===== src/rtl/map_heap_pkg.sv =====
// map_heap_pkg: shared MAP heap constants and clear-sequencer state encoding
package map_heap_pkg;
  localparam int DEF_DATA_W = 8;
  localparam int DEF_ADDR_W = 5;
  typedef enum logic {IDLE, CLEAR} heap_state_t;
endpackage


===== src/rtl/heap_ram.sv =====
// heap_ram: single synchronous write port, two asynchronous read ports
module heap_ram
  import map_heap_pkg::*;
#(
  parameter int DATA_W = DEF_DATA_W,
  parameter int ADDR_W = DEF_ADDR_W
) (
  input  logic              clk,
  input  logic              we,
  input  logic [ADDR_W-1:0] waddr,
  input  logic [DATA_W-1:0] wdata,
  input  logic [ADDR_W-1:0] raddr_a,
  output logic [DATA_W-1:0] rdata_a,
  input  logic [ADDR_W-1:0] raddr_b,
  output logic [DATA_W-1:0] rdata_b
);
  logic [DATA_W-1:0] mem_q [2**ADDR_W];
  always_ff @(posedge clk) if (we) mem_q[waddr] <= wdata;
  assign rdata_a = mem_q[raddr_a];
  assign rdata_b = mem_q[raddr_b];
endmodule


===== src/rtl/heap_stack.sv =====
// heap_stack: random-access heap with an upward-growing hardware stack and a zero-fill clear sequencer
module heap_stack
  import map_heap_pkg::*;
#(
  parameter int DATA_W      = DEF_DATA_W,
  parameter int ADDR_W      = DEF_ADDR_W,
  parameter int STACK_DEPTH = 32
) (
  input  logic              CLK,
  input  logic              RST,
  input  logic              WR,
  input  logic [ADDR_W-1:0] ADDR,
  input  logic [DATA_W-1:0] iData,
  output logic [DATA_W-1:0] oData,
  input  logic              PUSH,
  input  logic              POP,
  input  logic              CLR,
  output logic [DATA_W-1:0] oTop,
  output logic [ADDR_W:0]   SP,
  output logic              FULL,
  output logic              EMPTY,
  output logic              BUSY,
  output logic              ERR
);
  localparam logic [ADDR_W:0] ONE   = (ADDR_W+1)'(1);
  localparam logic [ADDR_W:0] LAST  = (ADDR_W+1)'(2**ADDR_W - 1);
  localparam logic [ADDR_W:0] DEPTH = (ADDR_W+1)'(STACK_DEPTH);
  heap_state_t       state_q, state_d;
  logic [ADDR_W:0]   sp_q, sp_d, idx_q, idx_d;
  logic [DATA_W-1:0] top_q, top_d, top_rd, wdata;
  logic              err_q, err_d, we;
  logic [ADDR_W-1:0] waddr, top_addr;
  assign top_addr = ADDR_W'(sp_q - ONE);
  assign FULL     = sp_q == DEPTH;
  assign EMPTY    = sp_q == '0;
  assign BUSY     = state_q == CLEAR;
  assign SP       = sp_q;
  assign oTop     = top_q;
  assign ERR      = err_q;
  heap_ram #(.DATA_W(DATA_W), .ADDR_W(ADDR_W)) u_ram (
    .clk    (CLK),
    .we     (we),
    .waddr  (waddr),
    .wdata  (wdata),
    .raddr_a(ADDR),
    .rdata_a(oData),
    .raddr_b(top_addr),
    .rdata_b(top_rd)
  );
  always_comb begin
    state_d = state_q;
    sp_d    = sp_q;
    top_d   = top_q;
    err_d   = err_q;
    idx_d   = idx_q;
    we      = 1'b0;
    waddr   = ADDR;
    wdata   = iData;
    if (state_q == CLEAR) begin
      we      = 1'b1;
      waddr   = ADDR_W'(idx_q);
      wdata   = '0;
      idx_d   = idx_q + ONE;
      state_d = idx_q == LAST ? IDLE : CLEAR;
    end else if (CLR) begin
      state_d = CLEAR;
      sp_d    = '0;
      err_d   = 1'b0;
      top_d   = '0;
      idx_d   = '0;
    end else if (PUSH && POP) begin
      // replace-top keeps SP, so it stays legal even when the stack is full
      if (EMPTY) err_d = 1'b1;
      else begin
        top_d = top_rd;
        we    = 1'b1;
        waddr = top_addr;
      end
    end else if (PUSH) begin
      if (FULL) err_d = 1'b1;
      else begin
        we    = 1'b1;
        waddr = ADDR_W'(sp_q);
        sp_d  = sp_q + ONE;
      end
    end else if (POP) begin
      if (EMPTY) err_d = 1'b1;
      else begin
        top_d = top_rd;
        sp_d  = sp_q - ONE;
      end
    end else if (WR) we = 1'b1;
  end
  always_ff @(posedge CLK or posedge RST) begin
    if (RST) begin
      state_q <= IDLE;
      sp_q    <= '0;
      top_q   <= '0;
      err_q   <= 1'b0;
      idx_q   <= '0;
    end else begin
      state_q <= state_d;
      sp_q    <= sp_d;
      top_q   <= top_d;
      err_q   <= err_d;
      idx_q   <= idx_d;
    end
  end
endmodule


===== config.mk =====
export PLATFORM = sky130hd
export DESIGN_NAME = heap_stack
export DESIGN_NICKNAME = d
export VERILOG_FILES = /design/src/rtl/map_heap_pkg.sv /design/src/rtl/heap_ram.sv /design/src/rtl/heap_stack.sv
export SDC_FILE = /design/constraint.sdc
export NUM_CORES = 1
export LEC_CHECK = 0
export ABC_CLOCK_PERIOD_IN_PS = 4550
export BUFFER_PORTS_ARGS = -buffer_cell sky130_fd_sc_hd__buf_2
export CAP_MARGIN = 5
export CORE_UTILIZATION = 35
export CTS_CLUSTER_SIZE = 40
export DETAILED_ROUTE_END_ITERATION = 6
export GPL_ROUTABILITY_DRIVEN = 1
export PLACE_DENSITY = 0.55
export SYNTH_ARGS = -nofsm -noshare
export SYNTH_HDL_FRONTEND = slang
export SYNTH_SLANG_ARGS = --single-unit

===== constraint.sdc =====
create_clock -name CLK -period 4.55 [get_ports CLK]
set_clock_uncertainty 0.15 [all_clocks]
set_input_delay 0.6825 -clock CLK [delete_from_list [all_inputs] [get_ports CLK]]
set_output_delay 0.6825 -clock CLK [all_outputs]
set_load 0.02 [all_outputs]

==> out/summary.log, run 1 <==
[pwr] total power divided by cell area 553 mW/mm^2
[worst_setup_path] Slowest Stage Delay on Critical Path 0.99 ns
[synth] Mapped Nets 757
[finish] number of antenna repair diodes 0
[timing] RSZ-0062 raised after global routing false
[worst_setup_path] type of element launching the critical path flip-flop
[synth] post-synthesis cell count 734
[synth] post-synthesis sequential element count 278
[synth] share of the synthesized area in the top cell type 0.568
[synth] sequential fraction of the synthesis area 0.609
[synth] cell types with the highest counts after synthesis edfxtp_1, mux4_2, mux2_2, nor4_1, nand2_1
[pwr] net switching component of the power 0.00291 W
[detailed_routing] drc violations 0
[pwr] fraction of power consumed by the clock network 0.276
[global_route] GR Util All Layers 0.196
[worst_setup_path] capturing element type of the critical path flip-flop
[global_route] met1 track demand over resource 0.293
[synth] combinational family with the most area after synthesis multiplexers
[worst_setup_path] Register-to-Register Path Depth 7
[clocking] number of buffers inserted to repair setup after CTS 0
[worst_setup_path] Top delay family on crit path simple AND/OR/NAND/NOR gates
[detailed_routing] drt via density 5.87
[global_route] global-route wire length before repair 55600 um
[worst_setup_path] register-to-register setup slack 0.72 ns
[finish] layout-stage area growth over the synthesis result 17.4%
[detailed_routing] vias after detailed routing 7900
[synth] portion of netlist area occupied by mux cells 0.274
[pwr] Worst IR Drop VDD 0.000313 V
[worst_setup_path] largest fanout on the critical path 16
[finish] number of nets in the finished design 833
[synth] post-synthesis simple-gate area fraction 0.0497
[outcome] result of the run finished clean
[pwr] switching fraction of total power 0.331
[clocking] worst skew pair latency 0.57 ns
[timing] total setup violations reported at the end of the flow 0
[global_route] vias in the first global route 7956
[placed_design] number of buffers added on ports 44
[timing] final setup slack of the worst path 0.715 ns
[detailed_routing] Starting DRT DRC Count 849
[synth] area of the mapped netlist 0.0135 mm^2
[worst_setup_path] critical path cell sequence inv_1 > ha_4 > or4b_1 > o21a_4 > a2111o_1 > o211a_2 > nor4_2
[clocking] cell at the root of the clock tree clkbuf_16
[detailed_routing] Detailed Routing Iterations Pass 1 5
[synth] most common cell in the netlist edfxtp_1
[synth] library cell with the largest summed area after synthesis edfxtp_1
[timing] maximum clock frequency 261 MHz
[detailed_routing] final routed wire length divided by cell count 28.2 um
[pwr] part of the power in combinational logic 0.340
[detailed_routing] remaining antenna violation count after routing 0
[placed_design] sum of net half-perimeters after detailed placement 24700 um
[die] number of rows in the core area 71
[die] vertical die dimension 199 um
[pwr] leakage power of the design 5.22 nW
[placed_design] RePlAce Congestion 0.852
[worst_setup_path] data arrival at the endpoint of the critical path 3.86 ns
[global_route] pin count of the biggest net entering global routing 40
[synth] adder-cell share of the synthesized area 0.00370
[synth] leading post-synthesis cells by cell area edfxtp_1, mux4_2, dfrtp_1
[pwr] overall power 0.00878 W
[clocking] clock sink total 278
[die] horizontal die dimension 199 um
[clocking] number of instances resized during post-cts repair 0
[synth] xor/xnor cell area share of the yosys netlist 0.00712
[timing] Final Max Tran Viols 0
[job] number of violations of the max-capacitance limit 0
[pwr] Internal Power 0.00587 W
[worst_setup_path] stages on the worst setup path 7
[global_route] GRT overflow 0
[global_route] layer with the highest usage met2
[worst_setup_path] required time at the endpoint of the critical path 4.58 ns
[timing] fin crit share 0.843
[synth] fraction of the mapped netlist area in compound gates 0.0366
[timing] shortest period the worst path allows 3.83 ns
[detailed_routing] post-detailed-routing wire length 37900 um
[global_route] met3 Usage GRT 0.0339
[finish] fraction of layout cells with a size suffix above 1 0.454
[worst_setup_path] CP bufs+invs 1
[clocking] CTS tree done
[synth] average footprint of a synthesized cell 18.4 um^2
[clocking] number of hold buffers added after cts 0
[timing] actual transition at the worst max-transition pin 1.15 ns
[die] Placeable Area 0.0378 mm^2
[synth] share of synthesized registers carrying an async set or reset 0.0791
[synth] number of enable-type register cells in the synthesized netlist 256
[synth] YS warnings 0
[global_route] number of antenna violations at the first check in global routing 0
[worst_setup_path] classification of the worst setup path flip-flop to flip-flop
[worst_setup_path] source of the worst register-to-register timing path SP[0]
[die] I/O pin total 45
[placed_design] setup slack at placement 0.683 ns
[timing] sum of negative setup slack 0 ns
[timing] final number of hold-violating endpoints 0
[clocking] post-CTS clock slew at the launch and capture registers of the worst setup and hold paths 0.06 ns
[clocking] number of H-tree levels 1
[synth] dominant synthesized flop cell edfxtp_1
[worst_setup_path] Slowest cell on crit path nor4_2
[worst_setup_path] critical path capture point u_ram.mem_q[4][3]
[clocking] clk buf depth 3
[pwr] sequential fraction of design power 0.384
[worst_setup_path] Worst setup startpoint SP[0]
[hold_path] kind of path behind the tightest hold check primary input to asynchronous set/reset pin
[die] full die area 0.0395 mm^2
[worst_setup_path] Reg-to-Reg End u_ram.mem_q[4][3]
[global_route] met2 global-route usage 0.297
[clocking] TritonCTS Buffers 31
[timing] worst rel slew slack 0.230
[die] starting density of the core 0.358
[synth] unique cell type count in the Yosys netlist 59
[logic make-up after synthesis]
kind of cell	after synthesis
flops	278
mux	186
simple gates	122
compound gates	67
buf+inv	66
xor+xnor	11
fa+ha+maj	4
[area by class of cell]
cell class	instances	area, um^2
clock buffers	37	828
clock inverters	21	161
fillers	3385	22000
inverters	9	33.8
multi-input cells	390	5300
flip-flops and latches	278	8240
well taps	511	639
repair buffers	100	683
[power by group through the flow]
stage	Combinational (W)	Sequential, W	Clock [W]
after global routing	0.00317	0.00341	0.00257
after CTS	0.00302	0.00337	0.00248
after global placement	0.00301	0.00341	0
after floorplan	0.00193	0.00338	0
after detailed placement	0.00301	0.00342	0
final	0.00298	0.00337	0.00242
[cell usage in the layout, fill, tap and decap left out, types with 4 or more instances in the layout]
cell and n:
nor4_2 31, clkinv_2 10, nand2_1 30, mux2i_1 10
dfrtp_1 21, buf_4 55, xnor2_1 4, edfxtp_1 256
mux4_2 144, o211ai_1 13, mux2_2 32, buf_2 42
a22oi_1 10, nor2b_2 7, o21ai_0 11, nor3_1 5
clkbuf_16 31, a21oi_1 5, xor2_1 5, clkinv_1 6
nand3_1 12, inv_1 8, nor2_1 13
[registers in the layout, summed over array words and instances (netlist names)]
name and flops:
ERR 1, BUSY 1, u_ram.mem_q 256, idx_q 6, oTop 8, SP 6
[worst min-delay path by stage]
stage	to	depth (start not counted)	from	slack [ns]
after floorplan	idx_q[5]	1	idx_q[5]	0.30
after global placement	idx_q[5]	1	idx_q[5]	0.33
after detailed placement	oTop[6]	2	oTop[6]	0.34
after CTS	SP[5]	2	RST	0.20
after global routing	SP[3]	2	RST	0.25
final	SP[3]	2	RST	0.18
[through the flow]
stage / instance area (um^2) / hold WS [ns] / util / std cells
finish: 15900 / 0.176 / 0.420 / 1346
detailed placement: 14900 / 0.339 / 0.394 / 1288
CTS: 15900 / 0.203 / 0.420 / 1346
global placement: 14900 / 0.334 / 0.394 / 1288
floorplan: 13500 / 0.304 / - / 734
global route: 15900 / 0.249 / 0.420 / 1346
[metal layers]
layer,routed length (um),up-vias,share of wire
met1,17100,4218,0.45
met3,2670,45,0.070
li1,-,3294,-
met5,0,-,0
met2,17300,343,0.46
met4,877,0,0.023
[worst reg2reg max path: cells and delay by family (launching register included)]
kind                     cells  cell delay [ns]
AO/OA/AOI/OAI                3             0.95
buffers and inverters        1             0.15
flip-flops                   1             0.49
AND/OR/NAND/NOR              2             1.56
adder cells (fa/ha/maj)      1             0.16
(Power assumes the default switching activity.)
==> run 2: changes to the inputs <==
ABC_CLOCK_PERIOD_IN_PS = 3840   (was 4550)
clock period = 3.84 ns   (was 4.55 ns; I/O delays follow)
==> run 2 against run 1 <==
Net effect: register-to-register slack worse by 0.37 ns; largest cell class unchanged; fmax is 9.7% higher; total power is 21% higher; non-clock buffer count is 24 higher.
==> out/summary.log, run 2 (synthesized netlist as in run 1, its figures left out) <==
[timing] worst rel slew slack 0.259 [was 0.230]
[pwr] net switching component of the power 0.00342 W [was 0.00291 W]
[global_route] global-route wire length before repair 55800 um [was 55600 um]
[clocking] TritonCTS Buffers 31 [unchanged]
[finish] post-route cell area 0.0161 mm^2 [was 0.0159 mm^2]
[global_route] pin count of the biggest net entering global routing 51 [was 40]
[pwr] Internal Power 0.00718 W [was 0.00587 W]
[placed_design] cell count after placement 1312 [was 1288]
[global_route] GRT overflow 0 [unchanged]
[detailed_routing] drt via density 5.74 [was 5.87]
[die] vertical die dimension 199 um [unchanged]
[timing] total setup violations reported at the end of the flow 0 [unchanged]
[worst_setup_path] classification of the worst setup path flip-flop to flip-flop [unchanged]
[timing] actual transition at the worst max-transition pin 1.11 ns [was 1.15 ns]
[pwr] overall power 0.0106 W [was 0.00878 W]
[worst_setup_path] CP bufs+invs 2 [was 1]
[timing] final number of hold-violating endpoints 0 [unchanged]
[pwr] switching fraction of total power 0.323 [was 0.331]
[finish] max FFs per register 256 [unchanged]
[timing] sum of negative setup slack 0 ns [unchanged]
[clocking] worst skew pair latency 0.57 ns [about the same]
[die] number of rows in the core area 71 [unchanged]
[timing] RSZ-0062 raised after global routing false [unchanged]
[detailed_routing] Starting DRT DRC Count 602 [was 849]
[die] Placeable Area 0.0378 mm^2 [unchanged]
[worst_setup_path] type of element launching the critical path flip-flop [unchanged]
[die] starting density of the core 0.358 [unchanged]
[finish] Filler cells 3348 [was 3385]
[clocking] post-CTS clock slew at the launch and capture registers of the worst setup and hold paths 0.06 ns [about the same]
[pwr] leakage power of the design 5.37 nW [was 5.22 nW]
[clocking] CTS tree done [unchanged]
[placed_design] post-placement cell area 0.0151 mm^2 [was 0.0149 mm^2]
[clocking] clk buf depth 3 [unchanged]
[worst_setup_path] required time at the endpoint of the critical path 3.94 ns [was 4.58 ns]
[finish] number of antenna repair diodes 0 [unchanged]
[placed_design] number of buffers added on ports 44 [unchanged]
[hold_path] kind of path behind the tightest hold check primary input to asynchronous set/reset pin [unchanged]
[worst_setup_path] Reg-to-Reg End u_ram.mem_q[3][1] [was u_ram.mem_q[4][3]]
[pwr] part of the power in combinational logic 0.342 [was 0.340]
[detailed_routing] drc violations 0 [unchanged]
[worst_setup_path] source of the worst register-to-register timing path SP[0] [unchanged]
[die] full die area 0.0395 mm^2 [unchanged]
[detailed_routing] post-detailed-routing wire length 37500 um [was 37900 um]
[pwr] Worst IR Drop VDD 0.000315 V [was 0.000313 V]
[outcome] result of the run finished clean [unchanged]
[worst_setup_path] data arrival at the endpoint of the critical path 3.59 ns [was 3.86 ns]
[detailed_routing] Detailed Routing Iterations Pass 1 5 [unchanged]
[finish] number of nets in the finished design 857 [was 833]
[placed_design] sum of net half-perimeters after detailed placement 25500 um [was 24700 um]
[clocking] clock sink total 278 [unchanged]
[timing] fin crit share 0.910 [was 0.843]
[finish] non-filler cells, final 1367 [was 1346]
[finish] fraction of layout cells with a size suffix above 1 0.463 [was 0.454]
[timing] maximum clock frequency 286 MHz [was 261 MHz]
[die] horizontal die dimension 199 um [unchanged]
[pwr] sequential fraction of design power 0.376 [was 0.384]
[detailed_routing] remaining antenna violation count after routing 0 [unchanged]
[clocking] number of hold buffers added after cts 0 [unchanged]
[worst_setup_path] capturing element type of the critical path flip-flop [unchanged]
[worst_setup_path] largest fanout on the critical path 16 [unchanged]
[job] number of violations of the max-capacitance limit 0 [unchanged]
[worst_setup_path] Register-to-Register Path Depth 8 [was 7]
[global_route] number of antenna violations at the first check in global routing 0 [unchanged]
[pwr] total power divided by cell area 658 mW/mm^2 [was 553 mW/mm^2]
[detailed_routing] final routed wire length divided by cell count 27.4 um [was 28.2 um]
[finish] Top reg by flops u_ram.mem_q [unchanged]
[worst_setup_path] Top delay family on crit path simple AND/OR/NAND/NOR gates [unchanged]
[timing] final setup slack of the worst path 0.346 ns [was 0.715 ns]
[finish] layout-stage area growth over the synthesis result 19.2% [was 17.4%]
[timing] shortest period the worst path allows 3.49 ns [was 3.83 ns]
[clocking] number of H-tree levels 1 [unchanged]
[timing] Final Max Tran Viols 0 [unchanged]
[clocking] cell at the root of the clock tree clkbuf_16 [unchanged]
[finish] most common library cell in the layout ignoring fill and taps edfxtp_1 [unchanged]
[worst_setup_path] Slowest Stage Delay on Critical Path 0.63 ns [was 0.99 ns]
[global_route] vias in the first global route 7919 [was 7956]
[placed_design] RePlAce Congestion 0.851 [was 0.852]
[worst_setup_path] critical path cell sequence inv_1 > ha_4 > or4b_1 > o21a_4 > and3_4 > o31a_1 > nor4_2 > buf_4 [was inv_1 > ha_4 > or4b_1 > o21a_4 > a2111o_1 > o211a_2 > nor4_2]
[clocking] number of instances resized during post-cts repair 0 [unchanged]
[detailed_routing] vias after detailed routing 7849 [was 7900]
[finish] commonest non-fill, non-tap cells in the layout edfxtp_1, mux4_2, buf_4, buf_2 [was edfxtp_1, mux4_2, buf_4, buf_2, mux2_2]
[clocking] number of buffers inserted to repair setup after CTS 0 [unchanged]
[worst_setup_path] register-to-register setup slack 0.35 ns [was 0.72 ns]
[pwr] fraction of power consumed by the clock network 0.282 [was 0.276]
[worst_setup_path] Slowest cell on crit path o31a_1 [was nor4_2]
[placed_design] setup slack at placement 0.341 ns [was 0.683 ns]
[die] I/O pin total 45 [unchanged]
[global_route] GR Util All Layers 0.196 [about the same]
-- run 2: cell count changes in the layout (fill, tap and decap cells not counted), moves of 2 or more --
cell / change
clkinvlp_4: -2
clkbuf_1: +6
bufinv_16: +3
buf_4: +21
clkinv_2: -5
buf_12: +3
clkinv_1: -2
clkbuf_8: -3
-- run 2: cell type report --
class / instances / area, um^2 / share of cell area
sequential: 278 / 8240 / 0.511
multi-input combinational: 390 / 5300 / 0.328
timing repair buffer: 124 / 901 / 0.0559
clock inverter: 15 / 204 / 0.0126
inverter: 9 / 33.8 / 0.00209
tap: 511 / 639 / 0.0396
clock buffer: 40 / 810 / 0.0502
-- run 2: per-layer routing --
metal | global-route usage | vias to the layer above | part of all wire | wire, um
met2 | 0.322 | 297 | 0.49 | 18500
met4 | 0.0405 | 0 | 0.016 | 597
li1 | - | 3336 | - | -
met3 | 0.0231 | 36 | 0.059 | 2200
met5 | 0 | - | 0 | 0
met1 | 0.280 | 4180 | 0.43 | 16200
-- run 2: through the flow --
| stage | utilization | hold WS [ns] |
|---|---|---|
| after floorplan | - | 0.304 |
| after CTS | 0.426 | 0.0809 |
| after global routing | 0.426 | 0.134 |
| final | 0.426 | 0.0665 |
| after detailed placement | 0.399 | 0.336 |
| after global placement | 0.399 | 0.335 |
-- run 2: worst max path at each step --
stage               startpoint            endpoint  slack (ns)  cells past startpoint
floorplan                SP[0]  u_ram.mem_q[10][0]       -0.03                     10
global placement         SP[0]             oTop[3]        0.34                      6
detailed placement       SP[0]             oTop[3]        0.34                      6
CTS                      SP[0]             oTop[3]        0.30                      6
global route             SP[0]             oTop[3]        0.16                      6
finish                   SP[0]   u_ram.mem_q[3][1]        0.35                      8
-- run 2: power groups by stage --
stage	Combinational, W	Sequential [W]	Clock [W]
floorplan	0.00230	0.00401	0
global placement	0.00365	0.00403	0
detailed placement	0.00366	0.00404	0
CTS	0.00368	0.00398	0.00304
global route	0.00388	0.00402	0.00316
finish	0.00363	0.00399	0.00299
-- run 2: worst register-to-register path: cells and delay by family, from the launching register on --
kind	cells	cell delay (ns)
fa+ha+maj	1	0.16
compound gates	2	0.89
buf+inv	2	0.41
simple gates	3	1.10
flops	1	0.47
